File: config.mk
export PLATFORM = sky130hd
export DESIGN_NAME = state_seq_gen
export DESIGN_NICKNAME = d
export VERILOG_FILES = /design/src/rtl/state_pkg.sv /design/src/rtl/state_seq_gen_sat_cnt.sv /design/src/rtl/state_seq_gen.sv
export SDC_FILE = /design/constraint.sdc
export NUM_CORES = 1
export LEC_CHECK = 0
export CORE_AREA = 4 4 53 55
export DETAILED_ROUTE_END_ITERATION = 12
export DIE_AREA = 0 0 57 59
export HOLD_SLACK_MARGIN = 0.12
export PLACE_DENSITY = 0.61
export SYNTH_ARGS = -nofsm -noshare
export SYNTH_HDL_FRONTEND = slang
export SYNTH_SLANG_ARGS = --single-unit
File: constraint.sdc
create_clock -name clk -period 2.25 [get_ports clk]
set_clock_uncertainty 0.2 [all_clocks]
set_input_delay 0.45 -clock clk [delete_from_list [all_inputs] [get_ports clk]]
set_output_delay 0.45 -clock clk [all_outputs]
set_load 0.02 [all_outputs]
File: src/rtl/state_pkg.sv
// Shared state encodings and helpers for the sequencing FSM and its downstream checker.
package state_pkg;

    localparam int unsigned ST_W = 4;

    typedef enum logic [ST_W-1:0] {
        S0      = 4'd0,
        S1      = 4'd1,
        S2      = 4'd2,
        S3      = 4'd3,
        S4      = 4'd4,
        S5      = 4'd5,
        S6      = 4'd6,
        S7      = 4'd7,
        S8      = 4'd8,
        S9      = 4'd9,
        S_ILL10 = 4'd10,
        S_ILL11 = 4'd11,
        S_ILL12 = 4'd12,
        S_ILL13 = 4'd13,
        S14     = 4'd14,
        S_ILL15 = 4'd15
    } state_t;

    localparam state_t ST_RECOV = S4;
    localparam state_t ST_HOME  = S0;

    // Encodings that the legal transition graph never visits.
    function automatic logic is_illegal(input logic [ST_W-1:0] s);
        return (s inside {4'd10, 4'd11, 4'd12, 4'd13, 4'd15});
    endfunction

endpackage

File: src/rtl/state_seq_gen_sat_cnt.sv
// Saturating up-counter with synchronous clear.
module sat_cnt #(
    parameter int unsigned W = 8
) (
    input  logic         clk,
    input  logic         clr,
    input  logic         inc,
    output logic [W-1:0] cnt
);

    always_ff @(posedge clk) begin
        if (clr) begin
            cnt <= '0;
        end else if (inc && (cnt != {W{1'b1}})) begin
            cnt <= cnt + W'(1);
        end
    end

endmodule

File: src/rtl/state_seq_gen.sv
// Sequencing FSM driving the shared 4-bit state value, with force-load,
// lap counting on sequenced returns to home and a recovery pulse.
module state_seq_gen
    import state_pkg::*;
#(
    parameter int unsigned     LAP_W     = 8,
    parameter logic [ST_W-1:0] RST_STATE = 4'd0
) (
    input  logic             clk,
    input  logic             rst,
    input  logic [1:0]       sel,
    input  logic             ld_en,
    input  logic [ST_W-1:0]  ld_state,
    output logic [ST_W-1:0]  state,
    output logic [LAP_W-1:0] lap_cnt,
    output logic             recov,
    output logic             illegal
);

    state_t state_q;
    state_t state_d;
    logic   recov_d;
    logic   lap_inc;

    // State and recovery-pulse registers.
    always_ff @(posedge clk) begin
        if (rst) begin
            state_q <= state_t'(RST_STATE);
            recov   <= 1'b0;
        end else begin
            state_q <= state_d;
            recov   <= recov_d;
        end
    end

    // Next state; a load overrides sequencing and suppresses lap/recovery events.
    always_comb begin
        state_d = state_q;
        recov_d = 1'b0;
        lap_inc = 1'b0;
        if (ld_en) begin
            state_d = state_t'(ld_state);
        end else begin
            unique case (state_q)
                S0: state_d = S1;
                S1: state_d = sel[0] ? S4 : S2;
                S2: state_d = S3;
                S3: state_d = sel[0] ? S1 : S5;
                S4: state_d = S5;
                S5: state_d = sel[0] ? S1 : S6;
                S6: state_d = S7;
                S7: begin
                    state_d = sel[0] ? ST_HOME : S8;
                    lap_inc = sel[0];
                end
                S8: begin
                    case (sel)
                        2'b00:   state_d = S2;
                        2'b01:   state_d = S4;
                        2'b10:   state_d = S9;
                        default: state_d = S14;
                    endcase
                end
                S9, S14: begin
                    state_d = ST_HOME;
                    lap_inc = 1'b1;
                end
                default: begin
                    state_d = ST_RECOV;
                    recov_d = 1'b1;
                end
            endcase
        end
    end

    sat_cnt #(
        .W (LAP_W)
    ) u_lap_cnt (
        .clk (clk),
        .clr (rst),
        .inc (lap_inc),
        .cnt (lap_cnt)
    );

    assign state   = state_q;
    assign illegal = is_illegal(state_q);

endmodule

# Word-level counts from Yosys, hierarchy flattened
# Index checks and enable logic that the tools add are counted.
# op_classes
reduce_logical	7
n_addsub	1
muxes	10
n_eq_ne	18
# op_table
cell	n
one-hot mux 4 bit (10 select lines)	1
equality test 4 bit, second input constant	8
equality test 4 x 3 -> 1 bit, second input constant	4
one-hot mux 4 bit (3 select lines)	1
OR reduction 11 bit	1
2-to-1 mux 3 bit	3
adder 8 x 1 -> 8 bit, second input constant	1
equality test 4 x 2 -> 1 bit, second input constant	2
2-to-1 mux 4 bit	2
!= test 8 bit, second input constant	1
nonzero test 5 bit	1
equality test 4 x 1 -> 1 bit, second input constant	1
logical NOT 4 bit	1
OR reduction 2 bit	2
equality test 2 x 1 -> 1 bit, second input constant	1
equality test 2 bit, second input constant	1
logical NOT 2 bit	1
2-to-1 mux 1 bit	2
one-hot mux 1 bit (2 select lines)	1
logical AND 1 bit	1
# totals
input_bits	9
register_bits	13
elab_cells	39
out_inout_bits	14

# Longest topological paths before layout
# logic_depth
word_depth	5
ltp_mapped	7
mapped_depth_nobuf	7

# Hierarchy
# Synthesis repeated with hierarchy kept, for this count alone.
# unflattened
hier_cells	104
area_unflattened_um2	887.1
# modules_own_cells
module	seq_area_each_um2	instances	cells_each	area_per_inst_um2
state_seq_gen	100.1	1	58	456.7
sat_cnt	160.2	1	46	430.4

# Least setup slack after synthesis
# No wires, ideal clock.
# synth_timing
path_kind	register to output
from	register state_q[0] (netlist: state[0])
to	output illegal
stages_incl_launch_ff	4
path_buffers	1
arrival_ns	1.319
slack_ns	0.281
t_required_ns	1.600
cell_sequence	dfxtp_1 -> buf_2 -> nor2_1 -> nor3_1
# synth_between
elab_chain_len	2
word_cells_on_any_way	6
cone_classes	5 x eq/ne; 1 x reduce/logical
# synth_lines
item	line	rtl
from (decl)	state_seq_gen.sv:20	state_t state_q;
from (signal assigned)	state_seq_gen.sv:28	state_q <= state_t'(RST_STATE);
from (signal assigned)	state_seq_gen.sv:31	state_q <= state_d;
equality test 4 bit	state_pkg.sv:30	return (s inside {4'd10, 4'd11, 4'd12, 4'd13, 4'd15});
nonzero test 5 bit *	state_pkg.sv:30	
to (decl)	state_seq_gen.sv:17	output logic illegal
# Mark *: on every way between the ends. The rest lies on a longest branch, timed or not.

# Final worst setup path
# layout_timing
from	register state_q[2] (netlist: state[2])
to	output state[2]
# layout_rtl
item	line	rtl
to (decl)	state_seq_gen.sv:14	output logic [ST_W-1:0] state,
# No word-level cell between the ends.

==> summary.txt <==
Run status
  • Status: completed

Drt
  • Via density: 5.12
  • # DRC: 0
  • Post-route antenna net violation count: 0
  • Drt pass-1 iters: 4
  • Via Count: 794
  • WL/cell: 12.8 um
  • DRT iter0 DRCs: 25
  • Final WL: roughly 2000 um

Power
  • Switching pwr: 0.145 mW
  • Sequential share of power: 47.8%
  • Internal power: roughly 0.36 mW
  • Comb pwr share: a little under a quarter
  • Peak VDD IR: 0.320 mV
  • Leakage Power: 0.467 nW
  • Cell Pwr Density: 437 nW/um^2
  • Sw frac: 28.7%
  • Clock power frac: 28.8%

Final layout
  • Final Instance Count excl. Fillers: 155
  • Ant. Diodes: 0
  • Share of cells above drive strength 1: 16.8%
  • Area growth, synth to finish: 35.9%
  • Nets: 139
  • Design area: 1150 sq um

Global route
  • Vias in the first global route: 812
  • First-pass GRT wire length: 3560 um
  • Initial antenna violation count: 0
  • Largest net degree at the start of global routing: 14
  • Tot GR Track Use: 13.5%
  • Overflow after GRT: 0
  • Grt peak-use layer: met2
  • Grt met3 use: 4.79%
  • GR Layer Usage met2: 23.0%
  • Met1 usage: 16.4%

Timing
  • Fin crit share: 94.5%
  • Final Hold Vio Count: 0
  • Relative slew slack: 65.4%
  • RSZ-0062 raised after global routing: false
  • WHS: 0.359 ns
  • Worst Slack Setup Final: 0.123 ns
  • Slew Limit Fails: 0
  • FMAX: 470 MHz
  • Measured slew at the worst slew-check pin: a little over 0.5 ns
  • Setup Viol. Count Final: 0
  • Fin crit period: 2.13 ns

Floorplanning
  • Row cnt: 18
  • Num ports: 23
  • Die area: 3360 sq um
  • Core outline area: 2390 sq um
  • Initial Util: 35.6%
  • Die height: 59 um
  • Die Wd: 57 um

Yosys
  • Mean Syn Cell Area: 8.85 sq um
  • EDFF count, synth: 0
  • Syn Std Cell Area: 850 sq um
  • Gate Count Post-Synth: 96
  • Most frequent cell after synthesis: nor2_1
  • Async set-reset flop share out of synthesis: 0%
  • Sequential area share after synthesis: just over 30%
  • Distinct cells, synth: 38
  • Net count after synthesis: 109
  • Synth warnings: 0
  • Yosys reg bits: 13
  • Synth cell count leaders: 14 x nor2_1, 13 x dfxtp_1, 8 x a21oi_1
  • Top-area cell type share of the netlist area: 30.6%
  • Top cells by area, synth: dfxtp_1 31%, nor2_1 6.2%, xor2_1 6.2%, ha_1 5.9%, a21oi_1 4.7%
  • Top_reg_cell synth: dfxtp_1
  • Post-synth top area cell: dfxtp_1

Placement
  • Gpl congestion: 0.730
  • Pre-CTS WS: -0.0355 ns
  • DP Wirelength: 1520 um
  • Number of port buffers: 22
  • Cells after DPL: 151
  • Placed cell areas: 1130 sq um

CTS
  • CTS Hold Bufs: 0
  • Clk buf depth: 2
  • H-tree depth: 1
  • # clock sinks: 13
  • CTS root buf: clkbuf_4
  • Skew-Pair Late Insertion Delay: 0.28 ns
  • Clock-pin slew on the worst setup and hold paths: 0.09 ns
  • Clock buffer count from CTS: 3
  • CTS tree: built

Critical path
  • Worst setup SP type: flop
  • Worst-path cell chain: buf_4, clkdlybuf4s50_1
  • Largest driver fanout on the critical path: 9
  • Critical path type: flop to output port
  • Crit path capture type: output port
  • Crit path largest cell delay: approximately 0.61 ns
  • CP required: 1.60 ns
  • R2r setup slk: about 0.33 ns
  • Worst EP arrival: 1.48 ns
  • Slowest CP cell: clkdlybuf4s50_1

Min path
  • Hold Crit Class: flop to flop

Flow run
  • Max-Cap Viols: 0
## layout by cell type (no fill, tap or decap), drive strengths merged, types with 2 or more instances in the layout
cell,Yosys,routed
and3,4,4
nand4,2,2
nor2,15,15
ha,4,4
nor3,4,4
a21oi,9,9
clkbuf,1,3
dfxtp,13,13
o211ai,4,4
buf,6,10
nand2,2,2
o21ai,3,3
clkdlybuf4s50,0,21
nor2b,3,3
xor2,6,6
inv,3,3
nor3b,2,2
## kinds of logic after synthesis
family / share of synthesized area (%)
simple gates: 27.1
compound gates: 21.4
flops: 30.6
buf+inv: 7.66
xor+xnor: 6.19
fa+ha+maj: 5.89
mux: 1.18
## worst paths after layout
path / from / end / cells past startpoint
setup / recovery: state[2] / state[2] / 2
hold / removal: u_lap_cnt.cnt[7] / u_lap_cnt.cnt[7] / 2
setup reg to reg: u_lap_cnt.cnt[0] / u_lap_cnt.cnt[7] / 6
hold reg to reg: u_lap_cnt.cnt[7] / u_lap_cnt.cnt[7] / 2
## registers in the layout, summed over array words and instances (netlist names)
signal and flops:
state 4, u_lap_cnt.cnt 8, recov 1
## critical path, delay by kind of cell (launching register included)
| family | cells | cell delay (ns) |
|---|---|---|
| buffers and inverters | 2 | 0.80 |
| DFF | 1 | 0.40 |
## per-layer routing
metal / share of wire [%] / vias to the layer above / wire length (um)
li1: - / 399 / -
met1: 47 / 376 / 922
met2: 48 / 17 / 954
met3: 4.6 / 2 / 92
met4: 0.66 / 0 / 13
met5: 0 / - / 0
## timing repair
item | CTS | global route
setup buffers | 0 | 0
resized for setup | 1 | 0
endpoints found under the setup margin | 1 | 0
## power groups by stage
stage	logic (mW)	clock network (mW)	registers [mW]
6_report	0.118	0.145	0.241
5_1_grt	0.130	0.165	0.242
4_1_cts	0.119	0.154	0.241
3_5_place_dp	0.118	0	0.247
3_3_place_gp	0.117	0	0.247
2_1_floorplan	0.0644	0	0.253
## metrics by stage
| step | total power [mW] | TNS, ns | util [%] |
|---|---|---|---|
| after floorplan | 0.318 | 0 | - |
| after global placement | 0.363 | 0 | 47.3 |
| after detailed placement | 0.365 | -0.0355 | 47.3 |
| after CTS | 0.514 | 0 | 48.4 |
| after global routing | 0.537 | 0 | 48.4 |
| final | 0.505 | 0 | 48.4 |
## area by class of cell
class	instances	area (sq um)
fillers	259	1230
multi-input cells	73	524
repair buffers	32	294
flip-flops and latches	13	260
well taps	30	37.5
clock buffers	3	22.5
inverters	3	11.3
clock inverters	1	5.00
Power figures use the tool's default switching activity.
